[src/rtl/dut_pkg.sv]
// Shared opcode, FSM state, error-code and latency definitions for tiny_alu_core.
// The latency helper keeps the muldiv step count and the core commit cycle consistent.
package dut_pkg;

    typedef enum logic [7:0] {
        OP_NOP = 8'd0,
        OP_ADD = 8'd1,
        OP_AND = 8'd2,
        OP_XOR = 8'd3,
        OP_MUL = 8'd4,
        OP_DIV = 8'd5,
        OP_LDA = 8'd6,
        OP_STA = 8'd7,
        OP_MOV = 8'd8,
        OP_SWP = 8'd9,
        OP_WMR = 8'd10
    } operation_t;

    typedef enum logic [2:0] {
        ST_IDLE,
        ST_EXEC,
        ST_MUL,
        ST_DIV,
        ST_CLR,
        ST_DONE
    } state_t;

    localparam logic [7:0] ERR_NONE    = 8'd0;
    localparam logic [7:0] ERR_ILLEGAL = 8'd1;
    localparam logic [7:0] ERR_DIV0    = 8'd2;
    localparam logic [7:0] ERR_ADDR    = 8'd3;

    localparam int LAT_SHORT = 1;

    // Capture-to-done cycles of mul/div: one step per operand bit plus the commit cycle.
    function automatic int muldiv_latency(input int data_w);
        return data_w + LAT_SHORT;
    endfunction

endpackage

[src/rtl/tiny_alu_muldiv.sv]
// Iterative shift-add multiplier / restoring divider on magnitudes, sign fixed at the output.
// start_i accepted only when not busy; done_o pulses DATA_W cycles after the start edge.
module tiny_alu_muldiv
    import dut_pkg::*;
#(
    parameter int DATA_W = 32
) (
    input  logic                  clk,
    input  logic                  reset,
    input  logic                  start_i,
    input  logic                  is_div_i,
    input  logic                  sv_i,
    input  logic [DATA_W-1:0]     a_i,
    input  logic [DATA_W-1:0]     b_i,
    output logic                  busy_o,
    output logic                  done_o,
    output logic [2*DATA_W-1:0]   result_o
);
    localparam int STEPS = muldiv_latency(DATA_W) - LAT_SHORT;
    localparam int CW    = $clog2(STEPS + 1);

    logic [DATA_W-1:0] hi_q, hi_d;
    logic [DATA_W-1:0] lo_q, lo_d;
    logic [DATA_W-1:0] mb_q, mb_d;
    logic [CW-1:0]     cnt_q, cnt_d;
    logic              busy_q, busy_d;
    logic              done_q, done_d;
    logic              div_q, div_d;
    logic              negq_q, negq_d;
    logic              negr_q, negr_d;

    logic [DATA_W-1:0]   mag_a, mag_b;
    logic [DATA_W:0]     mul_sum;
    logic [DATA_W:0]     div_sh, div_dif;
    logic                div_ge;
    logic [DATA_W-1:0]   quo, rem;
    logic [2*DATA_W-1:0] prod;

    always_comb begin
        mag_a   = (sv_i && a_i[DATA_W-1]) ? -a_i : a_i;
        mag_b   = (sv_i && b_i[DATA_W-1]) ? -b_i : b_i;
        mul_sum = {1'b0, hi_q} + (lo_q[0] ? {1'b0, mb_q} : '0);
        div_sh  = {hi_q, lo_q[DATA_W-1]};
        div_dif = div_sh - {1'b0, mb_q};
        div_ge  = ~div_dif[DATA_W];

        hi_d   = hi_q;
        lo_d   = lo_q;
        mb_d   = mb_q;
        cnt_d  = cnt_q;
        busy_d = busy_q;
        done_d = 1'b0;
        div_d  = div_q;
        negq_d = negq_q;
        negr_d = negr_q;

        if (busy_q) begin
            if (div_q) begin
                hi_d = div_ge ? div_dif[DATA_W-1:0] : div_sh[DATA_W-1:0];
                lo_d = {lo_q[DATA_W-2:0], div_ge};
            end else begin
                hi_d = mul_sum[DATA_W:1];
                lo_d = {mul_sum[0], lo_q[DATA_W-1:1]};
            end
            cnt_d = cnt_q - 1'b1;
            if (cnt_q == CW'(1)) begin
                busy_d = 1'b0;
                done_d = 1'b1;
            end
        end else if (start_i) begin
            hi_d   = '0;
            lo_d   = mag_a;
            mb_d   = mag_b;
            cnt_d  = CW'(STEPS);
            busy_d = 1'b1;
            div_d  = is_div_i;
            negq_d = sv_i && (a_i[DATA_W-1] ^ b_i[DATA_W-1]);
            // Remainder follows the dividend sign so the quotient truncates toward zero.
            negr_d = sv_i && a_i[DATA_W-1];
        end
    end

    always_comb begin
        quo  = negq_q ? -lo_q : lo_q;
        rem  = negr_q ? -hi_q : hi_q;
        prod = {hi_q, lo_q};
        result_o = div_q ? {rem, quo} : (negq_q ? -prod : prod);
    end

    always_ff @(posedge clk or posedge reset) begin
        if (reset) begin
            hi_q   <= '0;
            lo_q   <= '0;
            mb_q   <= '0;
            cnt_q  <= '0;
            busy_q <= 1'b0;
            done_q <= 1'b0;
            div_q  <= 1'b0;
            negq_q <= 1'b0;
            negr_q <= 1'b0;
        end else begin
            hi_q   <= hi_d;
            lo_q   <= lo_d;
            mb_q   <= mb_d;
            cnt_q  <= cnt_d;
            busy_q <= busy_d;
            done_q <= done_d;
            div_q  <= div_d;
            negq_q <= negq_d;
            negr_q <= negr_d;
        end
    end

    assign busy_o = busy_q;
    assign done_o = done_q;

endmodule

[src/rtl/tiny_alu_core.sv]
// Single-command ALU with scratch memory and accumulator; start is a held level, re-armed when low.
// One-cycle done pulse: 1 cycle for simple ops, DATA_W+1 for mul/div, MEM_DEPTH for memory clear.
module tiny_alu_core
    import dut_pkg::*;
#(
    parameter int DATA_W    = 32,
    parameter int MEM_DEPTH = 16
) (
    input  logic                  clk,
    input  logic                  reset,
    input  logic                  start,
    input  logic [7:0]            op,
    input  logic [DATA_W-1:0]     A,
    input  logic [DATA_W-1:0]     B,
    input  logic                  sv,
    input  logic                  op_prefix,
    output logic                  done,
    output logic [2*DATA_W-1:0]   result,
    output logic [7:0]            err,
    output logic                  gp
);
    localparam int AW = (MEM_DEPTH > 1) ? $clog2(MEM_DEPTH) : 1;
    localparam int RW = 2 * DATA_W;

    state_t            state_q, state_d;
    logic              armed_q, armed_d;
    logic [7:0]        op_q, op_d;
    logic [DATA_W-1:0] a_q, a_d;
    logic [DATA_W-1:0] b_q, b_d;
    logic              sv_q, sv_d;
    logic [AW-1:0]     clr_idx_q, clr_idx_d;
    logic [RW-1:0]     result_q;
    logic [7:0]        err_q;
    logic              gp_q;
    logic [DATA_W-1:0] acc_q;
    logic [DATA_W-1:0] mem_q [MEM_DEPTH];

    logic [DATA_W-1:0] b_eff;
    logic              a_ok, b_ok;
    logic [AW-1:0]     a_idx, b_idx;
    logic [DATA_W:0]   sum_u, sum_s;
    logic              commit;
    logic [RW-1:0]     res_n;
    logic [7:0]        err_n;
    logic              gp_n;
    logic              wr0_en, wr1_en;
    logic [AW-1:0]     wr0_addr, wr1_addr;
    logic [DATA_W-1:0] wr0_dat, wr1_dat;
    logic              md_start, md_busy, md_done;
    logic [RW-1:0]     md_result;

    assign b_eff = op_prefix ? acc_q : B;
    assign a_ok  = a_q < DATA_W'(MEM_DEPTH);
    assign b_ok  = b_q < DATA_W'(MEM_DEPTH);
    assign a_idx = a_q[AW-1:0];
    assign b_idx = b_q[AW-1:0];
    assign sum_u = {1'b0, a_q} + {1'b0, b_q};
    assign sum_s = {a_q[DATA_W-1], a_q} + {b_q[DATA_W-1], b_q};

    tiny_alu_muldiv #(.DATA_W(DATA_W)) u_muldiv (
        .clk      (clk),
        .reset    (reset),
        .start_i  (md_start),
        .is_div_i (op == OP_DIV),
        .sv_i     (sv),
        .a_i      (A),
        .b_i      (b_eff),
        .busy_o   (md_busy),
        .done_o   (md_done),
        .result_o (md_result)
    );

    always_comb begin
        state_d   = state_q;
        armed_d   = armed_q | ~start;
        op_d      = op_q;
        a_d       = a_q;
        b_d       = b_q;
        sv_d      = sv_q;
        clr_idx_d = clr_idx_q;
        md_start  = 1'b0;
        commit    = 1'b0;
        res_n     = '0;
        err_n     = ERR_NONE;
        wr0_en    = 1'b0;
        wr0_addr  = a_idx;
        wr0_dat   = b_q;
        wr1_en    = 1'b0;
        wr1_addr  = b_idx;
        wr1_dat   = mem_q[a_idx];

        unique case (state_q)
            ST_IDLE: begin
                if (start && armed_q) begin
                    armed_d   = 1'b0;
                    op_d      = op;
                    a_d       = A;
                    b_d       = b_eff;
                    sv_d      = sv;
                    clr_idx_d = '0;
                    case (op)
                        OP_MUL: begin
                            state_d  = ST_MUL;
                            md_start = ~md_busy;
                        end
                        OP_DIV: begin
                            if (b_eff != '0) begin
                                state_d  = ST_DIV;
                                md_start = ~md_busy;
                            end else begin
                                state_d = ST_EXEC;
                            end
                        end
                        OP_WMR:  state_d = ST_CLR;
                        default: state_d = ST_EXEC;
                    endcase
                end
            end
            ST_EXEC: begin
                commit = 1'b1;
                case (op_q)
                    OP_NOP: res_n = '0;
                    OP_ADD: res_n = sv_q ? {{(DATA_W-1){sum_s[DATA_W]}}, sum_s}
                                         : {{(DATA_W-1){1'b0}}, sum_u};
                    OP_AND: res_n = RW'(a_q & b_q);
                    OP_XOR: res_n = RW'(a_q ^ b_q);
                    // Only a zero divisor is finished here; real divides go through ST_DIV.
                    OP_DIV: err_n = ERR_DIV0;
                    OP_LDA: begin
                        if (a_ok) res_n = RW'(mem_q[a_idx]);
                        else      err_n = ERR_ADDR;
                    end
                    OP_STA: begin
                        if (a_ok) begin
                            wr0_en = 1'b1;
                            res_n  = RW'(b_q);
                        end else begin
                            err_n = ERR_ADDR;
                        end
                    end
                    OP_MOV: begin
                        if (a_ok && b_ok) begin
                            wr0_en  = 1'b1;
                            wr0_dat = mem_q[b_idx];
                            res_n   = RW'(mem_q[b_idx]);
                        end else begin
                            err_n = ERR_ADDR;
                        end
                    end
                    OP_SWP: begin
                        if (a_ok && b_ok) begin
                            wr0_en  = 1'b1;
                            wr0_dat = mem_q[b_idx];
                            wr1_en  = 1'b1;
                            res_n   = {mem_q[b_idx], mem_q[a_idx]};
                        end else begin
                            err_n = ERR_ADDR;
                        end
                    end
                    default: err_n = ERR_ILLEGAL;
                endcase
            end
            ST_MUL, ST_DIV: begin
                if (md_done) begin
                    commit = 1'b1;
                    res_n  = md_result;
                end
            end
            ST_CLR: begin
                wr0_en    = 1'b1;
                wr0_addr  = clr_idx_q;
                wr0_dat   = '0;
                clr_idx_d = clr_idx_q + 1'b1;
                if (clr_idx_q == AW'(MEM_DEPTH - LAT_SHORT)) commit = 1'b1;
            end
            ST_DONE: state_d = ST_IDLE;
            default: state_d = ST_IDLE;
        endcase

        if (commit) state_d = ST_DONE;
    end

    assign gp_n = (err_n == ERR_NONE) && (res_n != '0) && !(sv_q && res_n[RW-1]);

    always_ff @(posedge clk or posedge reset) begin
        if (reset) begin
            state_q   <= ST_IDLE;
            armed_q   <= 1'b1;
            op_q      <= '0;
            a_q       <= '0;
            b_q       <= '0;
            sv_q      <= 1'b0;
            clr_idx_q <= '0;
            result_q  <= '0;
            err_q     <= ERR_NONE;
            gp_q      <= 1'b0;
            acc_q     <= '0;
        end else begin
            state_q   <= state_d;
            armed_q   <= armed_d;
            op_q      <= op_d;
            a_q       <= a_d;
            b_q       <= b_d;
            sv_q      <= sv_d;
            clr_idx_q <= clr_idx_d;
            if (commit) begin
                result_q <= res_n;
                err_q    <= err_n;
                gp_q     <= gp_n;
                acc_q    <= res_n[DATA_W-1:0];
            end
        end
    end

    always_ff @(posedge clk or posedge reset) begin
        if (reset) begin
            for (int i = 0; i < MEM_DEPTH; i++) mem_q[i] <= '0;
        end else begin
            if (wr0_en) mem_q[wr0_addr] <= wr0_dat;
            if (wr1_en) mem_q[wr1_addr] <= wr1_dat;
        end
    end

    assign done   = (state_q == ST_DONE);
    assign result = result_q;
    assign err    = err_q;
    assign gp     = gp_q;

endmodule

[config.mk]
export PLATFORM = sky130hd
export DESIGN_NAME = tiny_alu_core
export DESIGN_NICKNAME = d
export VERILOG_FILES = /design/src/rtl/dut_pkg.sv /design/src/rtl/tiny_alu_muldiv.sv /design/src/rtl/tiny_alu_core.sv
export SDC_FILE = /design/constraint.sdc
export NUM_CORES = 2
export LEC_CHECK = 0
export ABC_AREA = 1
export BUFFER_PORTS_ARGS = -buffer_cell sky130_fd_sc_hd__buf_2
export CORE_MARGIN = 2
export CORE_UTILIZATION = 28
export CTS_BUF_LIST = sky130_fd_sc_hd__clkbuf_16
export CTS_CLUSTER_SIZE = 10
export DETAILED_ROUTE_END_ITERATION = 8
export PLACE_DENSITY_LB_ADDON = 0.12
export SLEW_MARGIN = 20
export SYNTH_ARGS = -nofsm -noshare
export SYNTH_HDL_FRONTEND = slang
export SYNTH_SLANG_ARGS = --single-unit
[constraint.sdc]
create_clock -name clk -period 46.2 [get_ports clk]
set_input_delay 6.93 -clock clk [delete_from_list [all_inputs] [get_ports clk]]
set_output_delay 6.93 -clock clk [all_outputs]
set_load 0.05 [all_outputs]
# After elaboration in Yosys (flattened, before gate mapping)
# Index checks and enable logic that the tools add are counted.
# Widths: inputs -> output; s select.
# word_totals
wordCells	186
out_inout_bits	74
reg_bits	805
in_bits	77
# classes
n_eq_ne	21
magnitude_cmp	7
reduce_logical	27
muxes	74
bitwise	10
n_addsub	11
# ops
cell	count
$bwmux 512	2
$mux 512	2
$mux 32	24
$pmux 64 s7	1
$mux 64	5
$bmux 32 s4	2
$demux 32 s4	2
$neg 32->32	4
$pmux 64 s2	1
$add 32x32->33	2
$lt 32x5->1 const B	2
$neg 64->64	1
$pmux 32 s2	1
$reduce_bool 64->1	1
$eq 8x3->1 const B	5
$add 32x33->33	1
$sub 33x32->33	1
$and 32x32->32	1
$reduce_bool 32->1	1
$xor 32x32->32	1
$eq 8x4->1 const B	3
$eq 8x2->1 const B	2
$logic_not 8->1	2
$mux 1	16
34 further kinds	67

# Depth between registers and ports, before layout
# depth
depth_word	11
depth_mapped	28
mapped_depth_nobuf	25

# Modules after synthesis
# A second synthesis with hierarchy kept.
# hier_totals
cells_unflattened	9074
hier_area_um2	58431.0
# by_module_without_submodules
module	seq_area_each_um2	cells_per_inst	instances	area_each_um2
tiny_alu_core	16517.1	6472	1	43889.6
tiny_alu_muldiv	2677.6	2602	1	14541.4

# Least setup slack after synthesis
# OpenSTA, ideal clock, no wires.
# synth_path
path_type	input port to flip-flop
from	input port A[0]
to	register u_muldiv.lo_q[28]
path_stages	16
t_arrival_ps	8880
setup_ps	127
t_required_ps	46073
n_path_buf	0
setup_slack_ps	37193
path_cell_list	inv_1 ha_1 nand3_1 nor2_1 nand4_1 inv_1 nand3_1 nor2_1 nand2_1 nor2_1 nand2_1 o21ai_0 o21ai_0 xor2_1 nand2_1 a31oi_1
# synth_via
elab_chain_len	4
# synth_lines
item	line_no	source
start: declaration	tiny_alu_core.sv:13	input logic [DATA_W-1:0] A,
$neg 32->32	tiny_alu_muldiv.sv:40	mag_a = (sv_i && a_i[DATA_W-1]) ? -a_i : a_i;
$mux 32	tiny_alu_muldiv.sv:40	
$mux 32	tiny_alu_muldiv.sv:70	end else if (start_i) begin
$mux 32	tiny_alu_muldiv.sv:57	if (busy_q) begin
end signal: assignment	tiny_alu_muldiv.sv:103	lo_q <= lo_d;
end: declaration	tiny_alu_muldiv.sv:23	logic [DATA_W-1:0] lo_q, lo_d;
# Every way passes these cells. The select of a mux whose other input is x is not followed.
# A chain may end at the register's enable or synchronous reset.

==> results.tsv <==
metric	value	unit
status	finished clean	
cts_buffers	103	
worstSkewPairLatency	810	ps
hold_start	err[1]$_DFFE_PP0P_	
wl_per_cell	27.87	um
worst_setup_path_end_kind	asynchronous set/reset pin	
cts_tree	yes	
cts_root_buf	clkbuf_16	
worstPathCellList	buf_2 -> inv_8 -> buf_4 -> buf_4 -> buf_4 -> buf_4 -> buf_4	
synth_xor_area_share	1.177	%
via_per_inst	5.600	
placed_area	0.05980	mm2
finalHoldViolations	0	
die_x	455.9	um
min_to	err[1]$_DFFE_PP0P_	
ir_drop	0.04138	mV
powerDensity	63.40	mW/mm2
cpMaxStageDelayCell	buf_4	
synth_edf_count	0	
critPathTopFamily	buffers and inverters	
worstSetupPathType	in -> async	
ant_nets	0	
synth-seq-cells	767	
placed_cells	11090	
slowest_delay	910	ps
synth.top_cell.area_share	33.52	%
synth_adder_area_share	2.359	%
clock_skew	78.03	ps
yosysTopAreaCell	dfrtp_1	
gr-total-overflow	0	
die_h	455.9	um
antenna_found_initial	13	
ys_seq_area_share	33.57	%
area.growth.synth_to_final	10.21	%
cts_resized	0	
regToRegStartpoint	a_q[0]$_DFFE_PP0P_	
drc_errors	0	
synth_area_leaders	dfrtp_1 34%, nand2_1 16%, o21ai_0 6.9%, nand3_1 6.5%, nor2_1 6.0%	
drt-total-wl	314100	um
grt_max_degree	144	
crit_top_cell	buf_4	
yosys_warnings	0	
synth_cell_types	62	
worst_setup_path_start_kind	input pin	
async_flop_share	100.0	%
dieArea	0.2078	mm2
tightestPinTransition	1214	ps
ys_top_cells_by_count	2475 x nand2_1, 918 x nor2_1, 785 x o21ai_0	
htreeDepth	3	
ys.flop_type	dfrtp_1	
drt_iter0_drc	7662	
synthMuxAreaShare	1.068	%
synth_compound_area_share	20.97	%
dp_hpwl	206900	um
reg2reg_to	gp$_DFFE_PP0P_	
core	0.2025	mm2
maxSlewHeadroom	19.09	%
min_path_cells	2	
start_util	28.23	%
grt_pass1_vias	59000	
startpoint	reset	
io_buffers	144	
cts_hold_buf	0	
gp_congestion	0.9665	
post_cts_buffers	0	
cp.buffers_inverters	7	
r2r_slack	39980	ps
gr-usage-all-layers	29.27	%
layout.cells.non_filler	11270	
ios	151	
crit_required	46970	ps
rr_worst_depth	21	
cts.sinks	767	
maxSlewViolCount	0	
finalCritPeriodShare	23.88	%
first_pass_iters	6	
period_needed	11030	ps
rows	165	
nets	8701	
drive_above_1_share	6.560	%
syn_area_per_cell	6.560	um2
setup_tns	0	ps
stdcell_area	0.06302	mm2
path_clk_slew	60	ps
fmax	90.62	MHz
grt_pass1_wl	445600	um
synth-simple-area-share	31.53	%
hp-class	reg -> reg	
power.total	3.995	mW
critPathMaxFanout	84	
setup_violations	0	
clk_path_buf_depth	3	
cp_data_arrival_time	11800	ps
synthCells	8717	
via_count	63120	
synth_area	0.05718	mm2
p_leak	29.28	nW
rsz0062_at_grt	no	
synth_top_family_by_area	simple AND/OR/NAND/NOR gates	
fillers	22180	
synth_most_common_cell	nand2_1	
drv_cap	0	
## layer usage
| layer | vias up | share of wire (%) | track usage (%) |
|---|---|---|---|
| met5 | - | 0.0041 | 0 |
| met4 | 2 | 4.9 | 12.45 |
| met3 | 542 | 7.7 | 4.694 |
| met2 | 3023 | 44 | 45.23 |
| met1 | 30870 | 44 | 40.26 |
| li1 | 28690 | - | - |
## worst reg2reg max path, stage by stage, from the launching register on
cell and delay [ps]:
dfrtp_4 800, buf_12 650, buf_4 790, buf_4 730
buf_4 750, o21ai_0 170, nand3_1 100, nand3_1 90
nand2_1 450, inv_1 330, nand2_1 260, nand3_1 100
nand2_1 100, nand2_1 70, nor2_1 200, nand2_1 70
nor2_1 130, nand2_1 60, nor2_1 110, nand2_1 70
nand2_1 90, nand2_1 50
## sequential cells by signal (all words and copies together), names as in the netlist
signal and count:
u_muldiv.done_o 1, gp 1, err 2, u_muldiv.negr_q 1, u_muldiv.lo_q 32, u_muldiv.cnt_q 6, mem_q 512, u_muldiv.busy_o 1
u_muldiv.mb_q 32, u_muldiv.hi_q 32, state_q 3, sv_q 1, op_q 8, a_q 32, armed_q 1, result 64
u_muldiv.negq_q 1, b_q 32, u_muldiv.div_q 1, clr_idx_q 4
## how the worst max path moves through the flow
| stage | depth (start not counted) | slack [ps] | end |
|---|---|---|---|
| 2_1_floorplan | 1 | 17740 | a_q[0]$_DFFE_PP0P_ |
| 3_3_place_gp | 7 | 34070 | mem_q[79]$_DFF_PP0_ |
| 3_5_place_dp | 7 | 34050 | mem_q[79]$_DFF_PP0_ |
| 4_1_cts | 7 | 34890 | mem_q[480]$_DFF_PP0_ |
| 5_1_grt | 7 | 34440 | mem_q[192]$_DFF_PP0_ |
| 6_report | 7 | 35170 | mem_q[147]$_DFF_PP0_ |
## power by group
part | internal (mW) | switching, mW | total [mW]
combinational | 0.526 | 1.55 | 2.08
sequential | 0.891 | 0.226 | 1.12
clock | 0.443 | 0.357 | 0.800
total | 1.86 | 2.13 | 4.00
## layout make-up
cell class	count	area (um2)	share of cell area (%)
diodes	1	2.502	0.003971
clock buffers	105	2628	4.170
clock inverters	80	580.6	0.9213
inverters	693	2624	4.164
multi-input cells	6681	32920	52.24
flip-flops and latches	767	19210	30.49
well taps	2672	3343	5.305
repair buffers	272	1707	2.708
## cell usage in the layout (no fill, tap or decap), drive strengths merged, types with 3 or more instances in the layout
cell type | Yosys | routed
xor2 | 49 | 49
nor3b | 4 | 4
a21oi | 398 | 398
o21bai | 9 | 9
inv | 688 | 716
dfrtp | 766 | 766
a31oi | 92 | 92
or2 | 18 | 18
nand2 | 2479 | 2479
buf | 270 | 272
o21a | 16 | 16
and2 | 6 | 6
a22oi | 8 | 8
o22ai | 73 | 73
o31ai | 7 | 7
bufinv | 0 | 6
a221oi | 3 | 3
a21o | 19 | 19
clkbuf | 311 | 105
nand4 | 65 | 65
ha | 103 | 103
fa | 3 | 3
nand3 | 757 | 757
mux2i | 61 | 61
nor4 | 12 | 12
nor2 | 951 | 951
nand3b | 17 | 17
a21boi | 4 | 4
nor3 | 37 | 37
clkinv | 5 | 49
o211ai | 436 | 436
o21ai | 1013 | 1013
xnor2 | 27 | 27
and3 | 4 | 4
conb | 1 | 6
## stage by stage
stage               hold slack [ps]  setup WS, ps  utilization, %
floorplan                     442.6         17740               -
global placement              464.4         34070           29.52
detailed placement            465.3         34050           29.53
CTS                           484.7         34890           31.11
global route                  511.3         34440           31.11
finish                        482.9         35170           31.11
## cell families (layout without fill, tap and decap cells)
family / after synthesis / after routing
simple gates: 4352 / 4352
compound gates: 2080 / 2080
buf+inv: 1274 / 1150
flops: 767 / 767
fa+ha+maj: 106 / 106
xor+xnor: 76 / 76
mux: 61 / 61
other cells: 1 / 7
Note: power is estimated with default switching activity, not from simulation.
